$ cat src/rtl/swm_pkg.sv
// ------------------------------------------------------------------
// swm_pkg: shared types for the SerialLite III stream adapters. rev 1.0
// ------------------------------------------------------------------
`default_nettype none

package swm_pkg;

  localparam int SWM_TAG_W = 16;

  typedef enum logic [0:0] {
    IDLE   = 1'b0,
    IN_PKT = 1'b1
  } swm_fsm_t;

  typedef struct packed {
    logic [63:0] data;
    logic        sob;
    logic        eob;
  } swm_beat_t;

  localparam int SWM_BEAT_W = $bits(swm_beat_t);

endpackage

`default_nettype wire

$ cat src/rtl/swm_skid_buf.sv
// ------------------------------------------------------------------
// swm_skid_buf: 2-entry registered ready/valid buffer. rev 1.0
// ------------------------------------------------------------------
`default_nettype none

module swm_skid_buf #(
  parameter int WIDTH = 66
) (
  input  logic             clk,
  input  logic             rst_n,
  input  logic             enable,
  input  logic [WIDTH-1:0] in_data,
  input  logic             in_valid,
  output logic             in_ready,
  output logic [WIDTH-1:0] out_data,
  output logic             out_valid,
  input  logic             out_ready
);

  logic             main_valid, skid_valid;
  logic [WIDTH-1:0] main_data, skid_data;
  logic             main_valid_d, skid_valid_d;
  logic [WIDTH-1:0] main_data_d, skid_data_d;
  logic             push, drain;

  assign push  = in_valid & in_ready;
  assign drain = main_valid & out_ready;

  // in_ready is registered, so a push can only land while the skid slot is empty.
  always_comb begin
    main_valid_d = main_valid;
    main_data_d  = main_data;
    skid_valid_d = skid_valid;
    skid_data_d  = skid_data;
    if (drain || !main_valid) begin
      if (skid_valid) begin
        main_valid_d = 1'b1;
        main_data_d  = skid_data;
        skid_valid_d = push;
        if (push) skid_data_d = in_data;
      end else begin
        main_valid_d = push;
        if (push) main_data_d = in_data;
      end
    end else if (push) begin
      skid_valid_d = 1'b1;
      skid_data_d  = in_data;
    end
  end

  always_ff @(posedge clk or negedge rst_n) begin
    if (!rst_n) begin
      main_valid <= 1'b0;
      skid_valid <= 1'b0;
      main_data  <= '0;
      skid_data  <= '0;
      in_ready   <= 1'b0;
    end else begin
      main_valid <= main_valid_d;
      skid_valid <= skid_valid_d;
      main_data  <= main_data_d;
      skid_data  <= skid_data_d;
      in_ready   <= !skid_valid_d && enable;
    end
  end

  assign out_valid = main_valid;
  assign out_data  = main_data;

endmodule

`default_nettype wire

$ cat src/rtl/swm_tx_adapter.sv
// ------------------------------------------------------------------
// swm_tx_adapter: Avalon-ST 32-bit sink to SL3 64-bit TX adapter. rev 1.0
// ------------------------------------------------------------------
`default_nettype none

module swm_tx_adapter
  import swm_pkg::*;
#(
  parameter logic [7:0] SYNC_VALUE = 8'h00,
  parameter bit          TAG_ENABLE = 1'b1,
  parameter int          ERR_CNT_W  = 16
) (
  input  logic                 clk_in_clk,
  input  logic                 reset_in_rst_n,
  input  logic [31:0]          avalonst_sink_data,
  input  logic                 avalonst_sink_valid,
  input  logic                 avalonst_sink_startofpacket,
  input  logic                 avalonst_sink_endofpacket,
  output logic                 avalonst_sink_ready,
  output logic [63:0]          data_tx,
  output logic                 valid_tx,
  output logic                 start_of_burst_tx,
  output logic                 end_of_burst_tx,
  output logic [7:0]           sync_tx,
  input  logic                 ready_tx,
  input  logic                 link_up_tx,
  output logic [ERR_CNT_W-1:0] frame_err_count
);

  swm_fsm_t               state, state_d;
  logic [SWM_TAG_W-1:0]   next_id, cur_id, word_idx;
  logic [SWM_TAG_W-1:0]   tag_id, tag_idx;
  logic [ERR_CNT_W-1:0]   err_cnt;
  logic                   accept, fwd, sob, frame_err;
  logic                   buf_in_ready, buf_out_valid;
  swm_beat_t              in_beat, out_beat;

  assign accept = avalonst_sink_valid & buf_in_ready;

  // Orphan beats are accepted (fwd = 0) but never pushed into the buffer.
  always_comb begin
    fwd       = 1'b0;
    sob       = 1'b0;
    frame_err = 1'b0;
    state_d   = state;
    tag_id    = cur_id;
    tag_idx   = word_idx;
    if (accept) begin
      if (avalonst_sink_startofpacket) begin
        fwd       = 1'b1;
        sob       = 1'b1;
        tag_id    = next_id;
        tag_idx   = '0;
        frame_err = (state == IN_PKT);
        state_d   = avalonst_sink_endofpacket ? IDLE : IN_PKT;
      end else if (state == IN_PKT) begin
        fwd     = 1'b1;
        state_d = avalonst_sink_endofpacket ? IDLE : IN_PKT;
      end else begin
        frame_err = 1'b1;
      end
    end
  end

  always_comb begin
    in_beat.data = {(TAG_ENABLE ? {tag_id, tag_idx} : 32'h0), avalonst_sink_data};
    in_beat.sob  = sob;
    in_beat.eob  = avalonst_sink_endofpacket;
  end

  always_ff @(posedge clk_in_clk or negedge reset_in_rst_n) begin
    if (!reset_in_rst_n) begin
      state    <= IDLE;
      next_id  <= '0;
      cur_id   <= '0;
      word_idx <= '0;
      err_cnt  <= '0;
    end else begin
      state <= state_d;
      if (fwd) begin
        word_idx <= tag_idx + 16'd1;
        if (sob) begin
          cur_id  <= next_id;
          next_id <= next_id + 16'd1;
        end
      end
      if (frame_err && (err_cnt != {ERR_CNT_W{1'b1}}))
        err_cnt <= err_cnt + {{(ERR_CNT_W-1){1'b0}}, 1'b1};
    end
  end

  swm_skid_buf #(
    .WIDTH (SWM_BEAT_W)
  ) u_skid (
    .clk       (clk_in_clk),
    .rst_n     (reset_in_rst_n),
    .enable    (link_up_tx),
    .in_data   (in_beat),
    .in_valid  (fwd),
    .in_ready  (buf_in_ready),
    .out_data  (out_beat),
    .out_valid (buf_out_valid),
    .out_ready (ready_tx)
  );

  assign avalonst_sink_ready = buf_in_ready;
  assign data_tx             = out_beat.data;
  assign valid_tx            = buf_out_valid;
  assign start_of_burst_tx   = buf_out_valid & out_beat.sob;
  assign end_of_burst_tx     = buf_out_valid & out_beat.eob;
  assign sync_tx             = SYNC_VALUE;
  assign frame_err_count     = err_cnt;

endmodule

`default_nettype wire
$ cat config.mk
export PLATFORM = sky130hd
export DESIGN_NAME = swm_tx_adapter
export DESIGN_NICKNAME = d
export VERILOG_FILES = /design/src/rtl/swm_pkg.sv /design/src/rtl/swm_skid_buf.sv /design/src/rtl/swm_tx_adapter.sv
export SDC_FILE = /design/constraint.sdc
export NUM_CORES = 1
export LEC_CHECK = 0
export ABC_CLOCK_PERIOD_IN_PS = 2460
export BUFFER_PORTS_ARGS = -buffer_cell sky130_fd_sc_hd__clkbuf_2
export CAP_MARGIN = 15
export CELL_PAD_IN_SITES_DETAIL_PLACEMENT = 0
export CELL_PAD_IN_SITES_GLOBAL_PLACEMENT = 2
export CORE_MARGIN = 1.5
export CORE_UTILIZATION = 38
export CTS_CLUSTER_SIZE = 25
export DETAILED_ROUTE_END_ITERATION = 10
export PLACE_DENSITY_LB_ADDON = 0.1
export REMOVE_ABC_BUFFERS = 1
export SETUP_SLACK_MARGIN = 0.4
export SYNTH_ARGS = -nofsm -noshare
export SYNTH_HDL_FRONTEND = slang
export SYNTH_SLANG_ARGS = --single-unit
$ cat constraint.sdc
create_clock -name clk_in_clk -period 2.46 [get_ports clk_in_clk]
set_input_delay 0.369 -clock clk_in_clk [delete_from_list [all_inputs] [get_ports clk_in_clk]]
set_output_delay 0.369 -clock clk_in_clk [all_outputs]
set_load 0.05 [all_outputs]
== Word-level counts from Yosys, hierarchy flattened ==
Index checks and enable logic that the tools add are counted.
Operators by class
  reductions and logical operators: 8
  shift operators: 0
  equal/unequal tests: 2
  bitwise gates (word level): 5
  $mul: 0
  divide/modulo/power cells: 0
  muxes and demuxes: 24
  $lt $le $gt $ge: 0
  add/subtract/negate cells: 3
Operators by type and width (number)
  66-bit two-way mux: 5
  16-bit two-way mux: 4
  16-bit by 1-bit adder with 16-bit output, second input constant: 3
  16-bit != test, second input constant: 1
  1-bit two-way mux: 15
  1-bit bitwise AND: 5
  2-bit AND reduction: 2
  1-bit logical AND: 2
  1-bit zero test: 2
  2-bit by 1-bit != test with 1-bit output, second input constant: 1
  2-bit nonzero test: 1
  1-bit logical OR: 1
Storage, ports and cells
  input bits: 39
  latch bits: 0
  ROM bits: 0
  bits in registers: 200
  memory bits (writable): 0
  memories: 0
  output and inout port bits: 92

== Logic depth before layout (Yosys ltp) ==
  depth in word-level cells: 8
  mapped depth: 10
  mapped depth without buffers: 8

== By module ==
A second synthesis with hierarchy kept.
Unflattened totals
  cells, all modules: 706
  area, all modules: 9260.1 um2
Modules (own cells, without submodules)
  swm_skid_buf: seq. area each 3378.2 um2, instances 1, cells each 362, area each 5920.7 um2
  swm_tx_adapter: seq. area each 1626.6 um2, instances 1, cells each 344, area each 3339.5 um2

== Worst setup path before layout ==
Ideal clock, no wire load.
  path type: register to register
  start point: register u_skid.in_ready
  end point: register word_idx[6]
  path slack: 0.341 ns
  cell stages (with the launch flop): 11
  library setup time: 0.125 ns
  buffers on the path: 2
  required time: 2.335 ns
  period minus slack after synthesis: 2.119 ns
  data arrival time: 1.994 ns
  cells stage by stage: dfrtp_1 > buf_4 > nand3_4 > buf_2 > nand2_1 > inv_1 > ha_1 > nand2_1 > nor3_1 > o21ai_0 > mux2_2
Between the ends
  cells in the longest elaborated chain, start to end: 3
  elaborated cells on any way between the ends: 4
  those cells by class: add/sub (1); mux (2); bitwise (1)
Ends and longest elaborated chain
  from (decl): line swm_skid_buf.sv:14  | output logic in_ready,
  from (signal assigned): line swm_skid_buf.sv:63  | in_ready <= !skid_valid_d && enable;
  1-bit bitwise AND: line swm_tx_adapter.sv:38  | assign accept = avalonst_sink_valid & buf_in_ready;
  16-bit two-way mux: line swm_tx_adapter.sv:48  | if (accept) begin
  net tag_idx[0]: line swm_tx_adapter.sv:32  | logic [SWM_TAG_W-1:0] tag_id, tag_idx;
  16-bit by 1-bit adder with 16-bit output: line swm_tx_adapter.sv:81  | word_idx <= tag_idx + 16'd1;
  to (signal assigned): line swm_tx_adapter.sv:81
  to (decl): line swm_tx_adapter.sv:31  | logic [SWM_TAG_W-1:0] next_id, cur_id, word_idx;
The timed path passes the listed nets, and every way through them passes these cells.
A chain may end at the register's enable or synchronous reset.

== Worst setup path in the final report ==
  start point: register state
  end point: register u_skid.main_data[48] (netlist: u_skid.out_data[48])
Between the ends
  cells in the longest elaborated chain, start to end: 6
Ends and longest elaborated chain
  from (decl): line swm_tx_adapter.sv:30  | swm_fsm_t state, state_d;
  from (signal assigned): line swm_tx_adapter.sv:79  | state <= state_d;
  1-bit two-way mux: line swm_tx_adapter.sv:56  | end else if (state == IN_PKT) begin
  1-bit two-way mux: line swm_tx_adapter.sv:49  | if (avalonst_sink_startofpacket) begin
  1-bit two-way mux: line swm_tx_adapter.sv:48
  1-bit bitwise AND: line swm_skid_buf.sv:26  | assign push = in_valid & in_ready;
  2-bit nonzero test (no line)
  2-bit AND reduction (no line)
  to (signal assigned): line swm_skid_buf.sv:61  | main_data <= main_data_d;
  to (decl): line swm_skid_buf.sv:21  | logic [WIDTH-1:0] main_data, skid_data;
Every way passes these cells.

==> metrics <==
status=completed; Mapped Cells=between 800 and 900; largest area contributor in the netlist=dfrtp_1; clock sinks=200; Crit-path slowest cell=a21o_2; Syn Area/Cell=roughly 11 µm²; die width=~160 µm; crit-path cells=inv_1 -> ha_1 -> nand3b_2 -> a21o_2 -> mux2_1; DRC=0; crit path buf inv count=1; clock skew=around 0.0096 ns; R2R depth=5; Worst slew margin=about 54%; I/O Buffers=roughly 120; Vias/cell=about 4.9; H-Tree Depth=4; Worst Setup Path Type=flop to flop; FP Rows=57; IO Pins=131; HP Class=primary input to flop; Die Span Y=~160 µm; Ant. Diodes=0; P&R area growth vs syn=12.81%; Power Dens Cells=roughly 930 nW/µm²; initial drt markers=230; total power=~10 mW; Worst Hold Path EP=u_skid.in_ready; R2R Path End=u_skid.out_data[48]; Setup crit end kind=flop; synth warn=0; antenna violations before repair=0; sequential element share of the synthesized area=53.26%; post-layout min period=1.906 ns; ys async rst share=100.0%; initial core utilization=slightly below 40%; Worst Setup SP=state; worst hold start=link_up_tx; Max Fclk=524.7 MHz; CTS max path bufs=2; Critical Path Source Type=flop; Worst-Margin Slew=0.6936 ns; placed insts=1191; global route overflow=0; Post-Route WL=19.36 mm; core area=about 24000 µm²; Hold Path Stages=2; Peak VDD IR=~0.48 mV; Arrival @ worst endpoint=around 2.2 ns; vias in the first global route=approximately 6200; Seq cells post-synth=200; Post-synth EDFFs=0; Final Max Slew Viols=0; Tcrit/Tclk final=77.48%; Cell Count, Final, Fillers Out=1231; CTS buffer count=17; die footprint=25680 µm²; reg2reg start=state; synth top area cells=dfrtp_1 53%, mux2_2 11%, buf_4 6.2%; largest net degree at the start of global routing=between 50 and 60; Leakage Power=around 5 nW; WL/cell=~16 µm; Synth cell types=between 40 and 50; Synth top area share=between 50% and 60%; mapped cell area=roughly 9400 µm²; Cell Area, Placed=just under 10000 µm²; share of layout cells above drive strength 1=31.97%; routed via count=roughly 6000; Fin. Hold Viols=0; Max Cap Violations=0; root buf cell=clkbuf_16; flop-to-flop setup slack=roughly 0.55 ns; clk slew on worst S/H paths=around 0.07 ns; DR pass1 iterations=4; RSZ-0062 raised after global routing=false; CTS tree=done; Post-layout nets=about 940; gpl congestion=0.7392; FILL cells=about 2300; Worst-Skew Late Latency=between 0.4 and 0.5 ns; Tot GR Track Use=about 16%; first-pass GRT wire length=32.38 mm; Antenna Nets Post-Route=0; CP max FO=17; final setup fails=0; Crit path required time=between 2 and 3 ns; Design Area, Final=approximately 11000 µm²; DP Wirelength=about 13 mm; Largest stage delay, worst path=0.53 ns; Top FF cell, synth=dfrtp_1; CP top delay family=compound AO/OA/AOI/OAI gates
-- power by group --
group          switching, mW  internal (mW)  total, mW
Sequential             0.437           3.98       4.42
Combinational           1.77          0.813       2.59
Clock                   1.31           1.49       2.80
Total                   3.52           6.29       9.81
-- worst max path at each step --
| stage | slack (ns) | end | depth (start not counted) |
|---|---|---|---|
| after CTS | 0.41 | word_idx[6] | 8 |
| after detailed placement | 0.19 | u_skid.out_data[27] | 7 |
| after global placement | 0.27 | u_skid.out_data[17] | 7 |
| after floorplan | -2.84 | u_skid.skid_data[65] | 2 |
| final | 0.55 | u_skid.out_data[48] | 5 |
| after global routing | 0.44 | u_skid.out_data[6] | 7 |
-- cell type report --
class | instances | area (µm²) | share of cell area, %
flip-flops and latches | 200 | 5010 | 47.26
multi-input cells | 519 | 3687 | 34.78
repair buffers | 148 | 879.6 | 8.297
clock buffers | 20 | 456.7 | 4.308
well taps | 324 | 405.4 | 3.824
clock inverters | 12 | 132.6 | 1.251
inverters | 8 | 30.03 | 0.2833
-- cell usage after synthesis, drive strengths merged (2+ instances only) --
cell	count
mux2	96
and4	5
o21a	3
nor3	8
nand4	15
and2	2
nor4	9
o21ai	86
and3	7
nand3	18
mux2i	49
nor2	14
clkbuf	17
a21oi	3
nand3b	2
inv	8
nor2b	3
or4	2
ha	4
nand2	128
or3	2
a21o	4
xnor2	23
xor2	16
dfrtp	200
buf	98
-- worst register-to-register path: stages (launching register included) --
cell and delay, ns:
dfrtp_1 0.36, inv_1 0.07, ha_1 0.22, nand3b_2 0.24
a21o_2 0.53, mux2_1 0.37
-- routing by layer --
metal | share of wire [%] | wire, µm | global-route usage, % | up-vias
met1 | 48 | 9349 | 21.25 | 2952
li1 | - | - | - | 2905
met4 | 1.3 | 250 | 4.715 | 0
met2 | 47 | 9154 | 25.99 | 107
met5 | 0 | 0 | 0 | -
met3 | 3.1 | 608 | 2.779 | 23
-- per-stage QoR --
stage / hold WS, ns / utilization (%) / setup TNS [ns] / worst slack [ns]
after floorplan: 0.07341 / - / -288.49 / -2.837
after global placement: 0.3941 / 40.72 / 0 / 0.2664
after detailed placement: 0.4055 / 40.72 / 0 / 0.1885
after CTS: 0.1345 / 43.42 / 0 / 0.4121
after global routing: 0.1441 / 43.59 / 0 / 0.4442
final: 0.1534 / 43.59 / 0 / 0.5540
-- sequential cells by signal, summed over array words and instances (netlist names) --
register,count
frame_err_count,16
state,1
u_skid.skid_data,66
next_id,16
cur_id,16
u_skid.skid_valid,1
word_idx,16
u_skid.out_data,66
u_skid.in_ready,1
u_skid.out_valid,1
-- logic make-up (layout without fill, tap and decap cells) --
| group | Yosys count | in the layout | share of synthesized area [%] |
|---|---|---|---|
| simple gates | 219 | 219 | 11.61 |
| flops | 200 | 200 | 53.26 |
| mux | 145 | 145 | 16.72 |
| buf+inv | 123 | 188 | 8.361 |
| compound gates | 101 | 103 | 5.738 |
| xor+xnor | 39 | 39 | 3.635 |
| fa+ha+maj | 5 | 5 | 0.6391 |
| other cells | 1 | 8 | 0.03990 |
-- repair_timing --
item,in CTS,in global routing
setup endpoints to repair,47,37
buffers inserted,3,2
endpoints found under the hold margin,53,0
gates resized for setup,0,4
hold buffers,1,0
pin swaps,2,3
cloned,1,1
-- cells in the final DEF, fill, tap and decap left out, types with 6 or more instances in the layout --
cell       netlist  routed
nand4_1         13      13
inv_1            7       7
xor2_1          16      16
nand3_1         17      17
clkbuf_16        0      17
conb_1           1       8
buf_4           78      20
xnor2_1         23      23
mux2i_1         49      49
nor3_1           8       8
nor4_1           6       6
mux2_2          92      92
dfrtp_1        200     198
clkbuf_2         0     121
o21ai_0         85      85
and3_1           7       7
nand2_1        128     128
nor2_1          11      11
(Power assumes the default switching activity.)
